### config.mk
export PLATFORM = sky130hd
export DESIGN_NAME = extend_arbiter
export DESIGN_NICKNAME = d
export VERILOG_FILES = /design/src/rtl/extend_arbiter.sv
export SDC_FILE = /design/constraint.sdc
export NUM_CORES = 1
export LEC_CHECK = 0
export BUFFER_PORTS_ARGS = -buffer_cell sky130_fd_sc_hd__buf_2
export CAP_MARGIN = 0
export CORE_MARGIN = 4
export CORE_UTILIZATION = 43
export DETAILED_ROUTE_END_ITERATION = 16
export GPL_ROUTABILITY_DRIVEN = 0
export PLACE_DENSITY = 0.74
export SETUP_SLACK_MARGIN = 0.3
export SYNTH_ARGS = -nofsm -noshare
export SYNTH_HDL_FRONTEND = slang
export SYNTH_SLANG_ARGS = --single-unit
### constraint.sdc
create_clock -name clk -period 1.4 [get_ports clk]
set_input_delay 0.07 -clock clk [delete_from_list [all_inputs] [get_ports clk]]
set_output_delay 0.07 -clock clk [all_outputs]
set_load 0.03 [all_outputs]
### src/rtl/extend_arbiter.sv
// extend_arbiter: two-requester round-robin arbiter in front of a shared
// zero/sign extension unit. One operand is accepted at a time; the result
// is held on data_out with the winner's done until that requester drops req.
//
// Optional feature macro: SIGN_EXTEND_EN
//   defined   -> mode0/mode1 select zero (0) or sign (1) extension
//   undefined -> mode inputs are ignored and every result is zero-extended
//
// Handshake: a requester raises reqN and holds it. A one-cycle gntN pulse
// marks the edge on which dataN_in/modeN were captured. doneN rises one
// cycle later with data_out valid, and stays high until reqN is sampled
// low. The other requester's req is ignored until the FSM is back in IDLE.
module extend_arbiter #(
  parameter int IN_W  = 8,
  parameter int OUT_W = 16
) (
  input  logic             clk,
  input  logic             rst,
  input  logic             req0,
  input  logic             req1,
  input  logic             mode0,
  input  logic             mode1,
  input  logic [IN_W-1:0]  data0_in,
  input  logic [IN_W-1:0]  data1_in,
  output logic             gnt0,
  output logic             gnt1,
  output logic             done0,
  output logic             done1,
  output logic [OUT_W-1:0] data_out,
  output logic [1:0]       dbg_state_o
);

  typedef enum logic [1:0] {
    IDLE = 2'd0,
    EXT  = 2'd1,
    DONE = 2'd2
  } state_t;

  state_t            state_q;
  logic              sel_q;    // requester currently being served
  logic              last_q;   // requester served most recently
  logic [IN_W-1:0]   op_q;
  logic              gnt0_q;
  logic              gnt1_q;
  logic              done0_q;
  logic              done1_q;
  logic [OUT_W-1:0]  data_q;
  logic              win_d;
  logic              fill_d;
  logic [OUT_W-1:0]  ext_d;
  logic              sel_req_d;

`ifdef SIGN_EXTEND_EN
  logic              mode_q;
`else
  logic              unused_mode;
  assign unused_mode = mode0 | mode1;
`endif

  // Round-robin pick: on a tie the requester not served last wins.
  always_comb begin
    win_d = 1'b0;
    if (req0 && req1) begin
      win_d = ~last_q;
    end else if (req1) begin
      win_d = 1'b1;
    end
  end

  // Extension of the captured operand; fill bit is 0 unless sign-extending.
  always_comb begin
`ifdef SIGN_EXTEND_EN
    fill_d = mode_q & op_q[IN_W-1];
`else
    fill_d = 1'b0;
`endif
    ext_d     = {{(OUT_W-IN_W){fill_d}}, op_q};
    sel_req_d = sel_q ? req1 : req0;
  end

  // Control FSM with registered grant/done/result outputs.
  always_ff @(posedge clk or negedge rst) begin
    if (!rst) begin
      state_q <= IDLE;
      sel_q   <= 1'b0;
      last_q  <= 1'b1;   // requester 1 "served last" so requester 0 is favoured
      op_q    <= '0;
      gnt0_q  <= 1'b0;
      gnt1_q  <= 1'b0;
      done0_q <= 1'b0;
      done1_q <= 1'b0;
      data_q  <= '0;
`ifdef SIGN_EXTEND_EN
      mode_q  <= 1'b0;
`endif
    end else begin
      gnt0_q <= 1'b0;
      gnt1_q <= 1'b0;
      case (state_q)
        IDLE: begin
          if (req0 || req1) begin
            sel_q   <= win_d;
            op_q    <= win_d ? data1_in : data0_in;
`ifdef SIGN_EXTEND_EN
            mode_q  <= win_d ? mode1 : mode0;
`endif
            gnt0_q  <= ~win_d;
            gnt1_q  <= win_d;
            state_q <= EXT;
          end
        end
        EXT: begin
          data_q  <= ext_d;
          done0_q <= ~sel_q;
          done1_q <= sel_q;
          state_q <= DONE;
        end
        DONE: begin
          if (!sel_req_d) begin
            done0_q <= 1'b0;
            done1_q <= 1'b0;
            last_q  <= sel_q;
            state_q <= IDLE;
          end
        end
        default: begin
          state_q <= IDLE;
        end
      endcase
    end
  end

  assign gnt0        = gnt0_q;
  assign gnt1        = gnt1_q;
  assign done0       = done0_q;
  assign done1       = done1_q;
  assign data_out    = data_q;
  assign dbg_state_o = state_q;

endmodule

# == Yosys cells after proc, flatten, opt, wreduce, memory -nomap -nowiden ==
# Cells that the tools add are included.
# classes
eq_ne,4
n_mux,14
bitwise_logic,4
reduce_logical,8
# ops
cell,n
2-to-1 mux 1 bit,8
2-to-1 mux 8 bit,1
AND reduction 2 bit,4
case mux 2 bit (3 select lines),1
2-to-1 mux 2 bit,2
!= test 2 bit (second input constant),2
inverter 1 bit,4
case mux 1 bit (2 select lines),2
equality test 2 x 1 -> 1 bit (second input constant),1
equality test 2 bit (second input constant),1
logical NOT 2 bit,1
nonzero test 2 bit,1
logical AND 1 bit,1
logical OR 1 bit,1
# word_totals
ff_bits,24
inputBits,22
output_inout_bits,22
wordCells,39

# == Depth between registers and ports, before layout ==
# Gate-level depths: netlist (run 1).
# depth
ltp_word,5
mapped_depth,6
ltp_nobuf,5

# == Least setup slack after synthesis (run 1) ==
# Ideal clock, no wire load.
# synth_path
kind,flip-flop to flip-flop
startpoint,"register state_q[0], in the netlist dbg_state_o[0]"
endpoint,"register state_q[1], in the netlist dbg_state_o[1]"
setup_ps,128
arrival_time_ps,1444
required_ps,1272
setup_slack_ps,-171
stages_incl_launch_ff,5
path_buffers,0
synth_period_minus_slack_ps,1571
cell_sequence,dfrtp_1 inv_1 ha_1 a32oi_1 mux2_1
# synth_via
elab_chain_cells,3
elab_cells_between_ends,7
cone_classes,4 x eq/ne; 1 x mux; 2 x reduce/logical
# synth_lines
item,line,source
"start, declared",39,state_t state_q;
"start signal, assigned",84,state_q <= IDLE;
"start signal, assigned",109,state_q <= EXT;
"start signal, assigned",116,state_q <= DONE;
equality test 2 bit or logical NOT 2 bit (tied branches),99,case (state_q)
!= test 2 bit (no line),--,
AND reduction 2 bit (no line),--,
# Several ways; a longest one is shown, not always the timed one.
# A chain may end at the register's enable or synchronous reset.

# == Worst setup path after layout (run 1) ==
# layout_path
startpoint,register sel_q
endpoint,"register state_q[1], in the netlist dbg_state_o[1]"
# layout_via
elab_chain_cells,3
# layout_lines
item,line,source
"start, declared",40,logic sel_q;
"start signal, assigned",102,sel_q <= win_d;
2-to-1 mux 1 bit,78,sel_req_d = sel_q ? req1 : req0;
!= test 2 bit (no line),--,
AND reduction 2 bit (no line),--,
# No other way between the ends.

==> qor.csv, run 1 <==
metric;value;unit
synth.cell_area;0.00119;mm²
finClkSkew;0.00437;ns
grt_max_degree;25;
report.final.hold_viol_count;0;
dpl.hpwl;1770;µm
dieArea;0.00367;mm²
overflow;0;
async_flop_share;1.00;
cts_buffer_depth;2;
clock_sinks;24;
post-route-drc-count;0;
slowest_delay;0.41;ns
ioPinCount;44;
num_antenna_cells;0;
critPathMaxFanout;2;
cp.arrival;1.55;ns
grt_pass1_wl;4790;µm
initial_core_util;0.463;
slew_headroom;0.645;
grtUsageTotal;0.178;
core-area;0.00257;mm²
power_density;2440;mW/mm²
finalCritPeriodShare;0.953;
rsz0062_at_grt;true;
cts_buffers;3;
final_cell_area;0.00172;mm²
ys_seq_area_frac;0.506;
path_cells;or2_1 -> a32oi_2 -> mux2_4;
finalCriticalPeriod;1.33;ns
synth_cells;107;
avgRoutedWirePerCell;16.7;µm
drt-initial-drc-count;26;
max-vdd-ir-drop;0.00157;V
yosys.area.top_type_share;0.484;
dpl_cell_area;0.00137;mm²
vias;976;
clk_latency;0.31;ns
start_kind;register;
drive_gt1_frac;0.538;
htree_levels;1;
clk_pin_slew;0.12;ns
port_buffers;33;
grt_pass1_vias;1013;
wl;3100;µm
max_slew.worst_pin.slew;0.532;ns
synth_cell_types;29;
hold_class;in2reg;
dr.pass1.iters;4;
maxCapViolCount;0;
cts_root_buffer;clkbuf_4;
antenna_found_initial;0;
synth_flop_cell;dfrtp_1;
status;finished, final reports clean;
ys.warnings.count;0;
die_x;60.6;µm
ant_nets;0;
fp.dieH;60.6;µm
cts_tree;built;
yosysTopAreaCell;dfrtp_1;
hold_ws;0.0332;ns
num_rows;18;
leakagePower;0.000867;µW
worstSetupStartpoint;sel_q;
synthTopCellsByArea;dfrtp_1, mux2_2, mux2i_1;
end_kind;register;
ys_ff_latch;24;
area_growth_syn_to_layout;44.5;%
nets;183;
min_from;data1_in[7];
tns;0;ns
setup_viol;0;
r2r-start;sel_q;
synth-edff-count;0;
via_per_inst;5.25;
syn_area_per_cell;11.1;µm²
slowest_stage;dfrtp_1;
critical_path_class;reg2reg;
clock.fmax;749;MHz
drv_slew;0;
required;1.61;ns
area by class of cell:
type,instances,area [µm²]
Multi-Input combinational cell,74,673
Inverter,6,27.5
Sequential cell,24,604
Tap cell,30,37.5
Timing Repair Buffer,48,340
Clock buffer,4,36.3
Fill cell,204,848
cell usage in the layout, fill, tap and decap left out:
| cell type | n |
|---|---|
| a21bo_4 | 1 |
| a21o_1 | 1 |
| a21oi_1 | 1 |
| a21oi_2 | 4 |
| a31o_1 | 1 |
| a31oi_1 | 1 |
| a32oi_2 | 1 |
| and3_1 | 1 |
| and3_4 | 1 |
| and3b_2 | 1 |
| buf_12 | 2 |
| buf_2 | 31 |
| buf_4 | 6 |
| buf_6 | 8 |
| clkbuf_4 | 3 |
| clkbuf_8 | 1 |
| conb_1 | 8 |
| dfrtp_1 | 21 |
| dfrtp_2 | 2 |
| dfstp_2 | 1 |
| dlygate4sd3_1 | 1 |
| ha_1 | 1 |
| ha_4 | 3 |
| inv_1 | 4 |
| inv_4 | 2 |
| mux2_4 | 9 |
| mux2i_1 | 7 |
| mux2i_2 | 1 |
| nand2_1 | 9 |
| nand2b_2 | 1 |
| nor2_1 | 1 |
| nor2b_4 | 1 |
| o21ai_1 | 13 |
| o21ai_2 | 1 |
| o21ai_4 | 4 |
| or2_1 | 1 |
| or3b_1 | 1 |
through the flow:
step / util / worst slack [ns] / cells / total power (µW)
6_report: 0.670 / 0.0653 / 186 / 4190
5_1_grt: 0.670 / 0.00812 / 186 / 4470
4_1_cts: 0.633 / 0.0969 / 181 / 3910
3_5_place_dp: 0.533 / 0.0303 / 166 / 2890
3_3_place_gp: 0.533 / 0.0750 / 166 / 2790
2_1_floorplan: - / 0.0442 / 114 / 2430
power breakdown:
group	internal, µW	total [µW]	leakage, µW	switching, µW
Combinational	1260	2590	0.000552	1330
Sequential	1030	1240	0.000293	210
Clock	159	357	0.0000210	198
cell usage after synthesis, types with 2 or more instances:
library cell / instances
o21ai_0: 13
and3_1: 2
mux2_2: 8
dfrtp_1: 23
inv_1: 6
a21oi_1: 5
mux2i_1: 8
nand2_1: 9
ha_1: 4
buf_4: 10
logic make-up after synthesis:
kind of cell	share of synthesized area
fa+ha+maj	0.0421
buf+inv	0.0988
flops	0.506
other cells	0.00315
mux	0.152
compound gates	0.122
simple gates	0.0757
sequential cells by signal, indices dropped and copies added (netlist names):
| name | count |
|---|---|
| done1 | 1 |
| gnt1 | 1 |
| dbg_state_o | 2 |
| data_out | 8 |
| last_q | 1 |
| sel_q | 1 |
| gnt0 | 1 |
| done0 | 1 |
| op_q | 8 |
worst max-delay path: cells and delay by family, from the launching register on:
| family | cells | cell delay [ns] |
|---|---|---|
| mux | 1 | 0.32 |
| flops | 1 | 0.41 |
| simple gates | 1 | 0.28 |
| compound gates | 1 | 0.23 |
layer usage:
layer	up-vias	wire [µm]	GRT usage
met1	480	1180	0.209
met4	0	34	0.0464
li1	454	-	-
met5	-	0	0
met2	37	1660	0.331
met3	5	224	0.0319
what timing repair did:
item	CTS	global route
resized for setup	33	19
pin swaps	4	14
hold buffers	1	0
hold endpoints to repair	23	0
setup endpoints to repair	22	26
cloned	2	1
buffers inserted	8	4
final timing paths:
path                                        to  slack (ns)  depth (start not counted)
worst min register to register         op_q[1]        0.51                          2
min in group asynchronous          data_out[4]        0.25                          2
worst max-delay path            dbg_state_o[1]        0.07                          3
worst min-delay path                   op_q[7]        0.03                          3
worst max register to register  dbg_state_o[1]        0.07                          3
max in group asynchronous       dbg_state_o[0]        0.76                          2
Power figures use the tool's default switching activity.
==> inputs of run 2 (changes only) <==
--- a/config.mk
+++ b/config.mk
@@ -8,10 +8,10 @@
 export BUFFER_PORTS_ARGS = -buffer_cell sky130_fd_sc_hd__buf_2
 export CAP_MARGIN = 0
 export CORE_MARGIN = 4
-export CORE_UTILIZATION = 43
+export CORE_UTILIZATION = 52
 export DETAILED_ROUTE_END_ITERATION = 16
 export GPL_ROUTABILITY_DRIVEN = 0
-export PLACE_DENSITY = 0.74
+export PLACE_DENSITY = 0.84
 export SETUP_SLACK_MARGIN = 0.3
 export SYNTH_ARGS = -nofsm -noshare
 export SYNTH_HDL_FRONTEND = slang
==> constraint.sdc (replaced) <==
create_clock -name clk -period 1.65 [get_ports clk]
set_input_delay 0.0825 -clock clk [delete_from_list [all_inputs] [get_ports clk]]
set_output_delay 0.0825 -clock clk [all_outputs]
set_load 0.03 [all_outputs]
==> qor.csv, run 2 (synthesis results as in run 1) <==
metric;value;unit
p_total;2820;µW
via_per_inst;5.14;
rsz0062_at_grt;true;
ioPinCount;44;
dpl.hpwl;1730;µm
grt_max_degree;25;
clock.fmax;757;MHz
critPathMaxFanout;8;
drt-initial-drc-count;18;
tns;0;ns
drive_gt1_frac;0.465;
ant_nets;0;
port_buffers;33;
overflow;0;
power_frac_comb;0.539;
maxCapViolCount;0;
nets;171;
cts_root_buffer;clkbuf_4;
num_rows;17;
core-area;0.00219;mm²
cts_buffer_depth;2;
report.final.hold_viol_count;0;
max_slew.worst_pin.slew;0.524;ns
wl;2390;µm
fp.dieH;55.8;µm
slew_headroom;0.651;
finalCritPeriodShare;0.800;
cp.arrival;1.52;ns
multi_input_area;554;µm²
num_antenna_cells;0;
layout_common_cells;buf_2, dfrtp_1, o21ai_0;
status;finished, final reports clean;
switchingPower;1220;µW
clk_latency;0.30;ns
grtUsageTotal;0.156;
clock_sinks;24;
htree_levels;1;
drv_slew;0;
die_x;55.8;µm
dieArea;0.00312;mm²
post-route-drc-count;0;
max-vdd-ir-drop;0.00121;V
hold_ws;0.0594;ns
initial_core_util;0.543;
cts_tree;built;
start_kind;register;
antenna_found_initial;0;
hold_class;in2reg;
vias;884;
finClkSkew;0.00573;ns
grt_pass1_vias;856;
leakagePower;0.000756;µW
p_int;1600;µW
cts_buffers;3;
clkPwrFrac;0.090;
finalCriticalPeriod;1.32;ns
layout.cells.non_filler;172;
setup_viol;0;
power_density;1930;mW/mm²
clk_pin_slew;0.12;ns
avgRoutedWirePerCell;13.9;µm
n_fill_cell;175;
seq_power_share;0.370;
grt_pass1_wl;3860;µm
area_growth_syn_to_layout;22.6;%
register_area;606;µm²
required;1.85;ns
end_kind;register;
dr.pass1.iters;4;
final_common_cell;buf_2;
dp.cells;162;
swShare;0.433;
critical_path_class;reg2reg;
==> run 2: cell type report <==
cell class                 count  area share
timing repair buffer          39       0.146
sequential                    24       0.415
multi-input combinational     71       0.380
inverter                       6      0.0172
clock buffer                   4      0.0180
tap                           28      0.0240
==> run 2: metal layers <==
layer	vias to the layer above	wire length [µm]	GRT usage
met3	4	176	0.0418
met5	-	0	0
met2	35	1210	0.260
met4	0	23	0.0508
met1	425	976	0.197
li1	420	-	-
==> run 2: through the flow <==
stage / util / setup slack, ns / instance area [µm²]
6_report: 0.666 / 0.329 / 1460
5_1_grt: 0.666 / 0.272 / 1460
4_1_cts: 0.646 / 0.308 / 1420
3_5_place_dp: 0.611 / 0.221 / 1340
3_3_place_gp: 0.611 / 0.254 / 1340
2_1_floorplan: - / 0.294 / 1240
==> run 2: final timing paths <==
| kind | start | to | slack [ns] | depth (start not counted) |
|---|---|---|---|---|
| setup / recovery | dbg_state_o[1] | data_out[1] | 0.33 | 3 |
| hold reg to reg | op_q[7] | op_q[7] | 0.49 | 2 |
| setup reg to reg | dbg_state_o[1] | data_out[1] | 0.33 | 3 |
| hold / removal | data1_in[7] | op_q[7] | 0.06 | 3 |
| max in group asynchronous | rst | dbg_state_o[0] | 1.00 | 2 |
| min in group asynchronous | rst | op_q[4] | 0.28 | 2 |
==> run 2: power by group through the flow <==
stage | Sequential, µW | Combinational, µW | Clock [µW]
2_1_floorplan | 1350 | 686 | 0
3_3_place_gp | 1040 | 1250 | 0
3_5_place_dp | 1060 | 1310 | 0
4_1_cts | 1030 | 1410 | 262
5_1_grt | 1080 | 1650 | 290
6_report | 1040 | 1520 | 255
==> run 2: critical path, stage by stage, from the launching register on <==
cell     delay, ns
dfrtp_2       0.46
inv_2         0.08
ha_2          0.30
mux2_2        0.37
==> run 2: what timing repair did <==
item                                    in CTS  in global routing
resized for setup                            3                  9
hold buffers                                 1                  0
setup buffers                                4                  1
pin swaps                                    1                  2
endpoints found under the setup margin      10                 21
hold endpoints to repair                    23                  0
==> inputs of run 3 (changes only) <==
--- a/config.mk
+++ b/config.mk
@@ -8,10 +8,10 @@
 export BUFFER_PORTS_ARGS = -buffer_cell sky130_fd_sc_hd__buf_2
 export CAP_MARGIN = 0
 export CORE_MARGIN = 4
-export CORE_UTILIZATION = 52
+export CORE_UTILIZATION = 48
 export DETAILED_ROUTE_END_ITERATION = 16
 export GPL_ROUTABILITY_DRIVEN = 0
-export PLACE_DENSITY = 0.84
+export PLACE_DENSITY = 0.78
 export SETUP_SLACK_MARGIN = 0.3
 export SYNTH_ARGS = -nofsm -noshare
 export SYNTH_HDL_FRONTEND = slang
==> constraint.sdc (replaced) <==
create_clock -name clk -period 1.35 [get_ports clk]
set_input_delay 0.0675 -clock clk [delete_from_list [all_inputs] [get_ports clk]]
set_output_delay 0.0675 -clock clk [all_outputs]
set_load 0.03 [all_outputs]
==> qor.csv, run 3 (synthesis results as in run 1) <==
metric;value;unit
setup_viol;0;
grt_max_degree;25;
critical_path_class;reg2reg;
grtUsageTotal;0.160;
r2r-start;sel_q;
rsz0062_at_grt;true;
drive_gt1_frac;0.526;
slowest_delay;0.43;ns
antenna_found_initial;0;
path_cells;or2_1 -> a32oi_1 -> mux2_1;
critPathMaxFanout;3;
dpl.hpwl;1720;µm
hold_class;in2reg;
vias;921;
wl;2790;µm
dieArea;0.00334;mm²
timing.reg2reg.setup_slack;0.006;ns
power_density;2470;mW/mm²
hold_ws;0.0326;ns
post-route-drc-count;0;
cts_tree;built;
slew_headroom;0.653;
dr.pass1.iters;4;
met3_usage;0.0356;
slowest_stage;dfrtp_1;
max-vdd-ir-drop;0.00157;V
met2_usage;0.277;
worstSetupStartpoint;sel_q;
port_buffers;33;
layout.cells.non_filler;180;
cts_buffers;3;
finalCritPeriodShare;0.995;
dp.cells;164;
busiest_layer;met2;
cp.arrival;1.55;ns
initial_core_util;0.523;
avgRoutedWirePerCell;15.5;µm
htree_levels;1;
num_antenna_cells;0;
cts_buffer_depth;2;
ioPinCount;44;
start_kind;register;
drt-initial-drc-count;12;
clock.fmax;744;MHz
grt_pass1_vias;930;
maxCapViolCount;0;
clock_sinks;24;
clk_pin_slew;0.13;ns
via_per_inst;5.12;
area_growth_syn_to_layout;36.3;%
min_from;data1_in[5];
required;1.55;ns
grt_pass1_wl;4080;µm
layout_common_cells;buf_2, dfrtp_1, o21ai_1;
met1_usage;0.186;
end_kind;register;
dpl_cell_area;0.00137;mm²
drv_slew;0;
max_slew.worst_pin.slew;0.521;ns
finalCriticalPeriod;1.34;ns
fp.dieH;57.8;µm
nets;179;
cts_root_buffer;clkbuf_4;
finClkSkew;0.00113;ns
ant_nets;0;
report.final.hold_viol_count;0;
die_x;57.8;µm
final_cell_area;0.00162;mm²
final_common_cell;buf_2;
status;finished, final reports clean;
num_rows;17;
leakagePower;0.000814;µW
core-area;0.00228;mm²
overflow;0;
clk_latency;0.31;ns
[run 3: changes by cell type in the layout (fill, tap and decap cells not counted), moves of 2 or more]
cell and change:
buf_12 +2, ha_2 -2, o21ai_0 -11, o21ai_1 +11
ha_4 +2, buf_6 +6, buf_2 -3
[run 3: through the flow]
| step | TNS, ns | setup WS, ns | power, µW | utilization |
|---|---|---|---|---|
| 2_1_floorplan | -0.00584 | -0.00584 | 2530 | - |
| 3_3_place_gp | 0 | 0.0515 | 2900 | 0.600 |
| 3_5_place_dp | -0.00950 | -0.00950 | 2990 | 0.600 |
| 4_1_cts | 0 | 0.0229 | 3630 | 0.663 |
| 5_1_grt | -0.0252 | -0.0252 | 4260 | 0.712 |
| 6_report | 0 | 0.00644 | 4000 | 0.712 |
[run 3: timing repair]
item                       CTS  global route
hold buffers                 1             0
gates cloned                 0             1
resized for setup           12            25
hold endpoints to repair    23             0
setup endpoints to repair   22            27
pin swaps                    4             8
setup buffers                6             4
[run 3: final timing paths]
path,endpoint,depth (start not counted)
min,op_q[5],3
max in group asynchronous,dbg_state_o[1],2
max reg2reg,dbg_state_o[1],3
min in group asynchronous,data_out[0],2
max,dbg_state_o[1],3
min reg2reg,op_q[4],2
[run 3: cell type report]
type                    instances  area (µm²)
clock buffers                   4        36.3
flip-flops and latches         24         604
multi-input cells              72         601
inverters                       6        25.0
well taps                      28        35.0
repair buffers                 46         320
fillers                       169         654
[run 3: where the power goes]
group          internal (µW)  leakage (µW)  switching, µW
Combinational           1090      0.000500           1260
Clock                    165     0.0000210            208
Sequential              1070      0.000293            202
[run 3: worst max-delay path, delay by kind of cell (launching register included)]
family,cells,cell delay (ns)
flops,1,0.43
mux,1,0.35
simple gates,1,0.24
compound gates,1,0.23
[run 3: per-layer routing]
| layer | wire, µm | vias to the layer above |
|---|---|---|
| met1 | 1140 | 445 |
| met4 | 44 | 0 |
| met3 | 163 | 6 |
| li1 | - | 442 |
| met5 | 0 | - |
| met2 | 1440 | 28 |
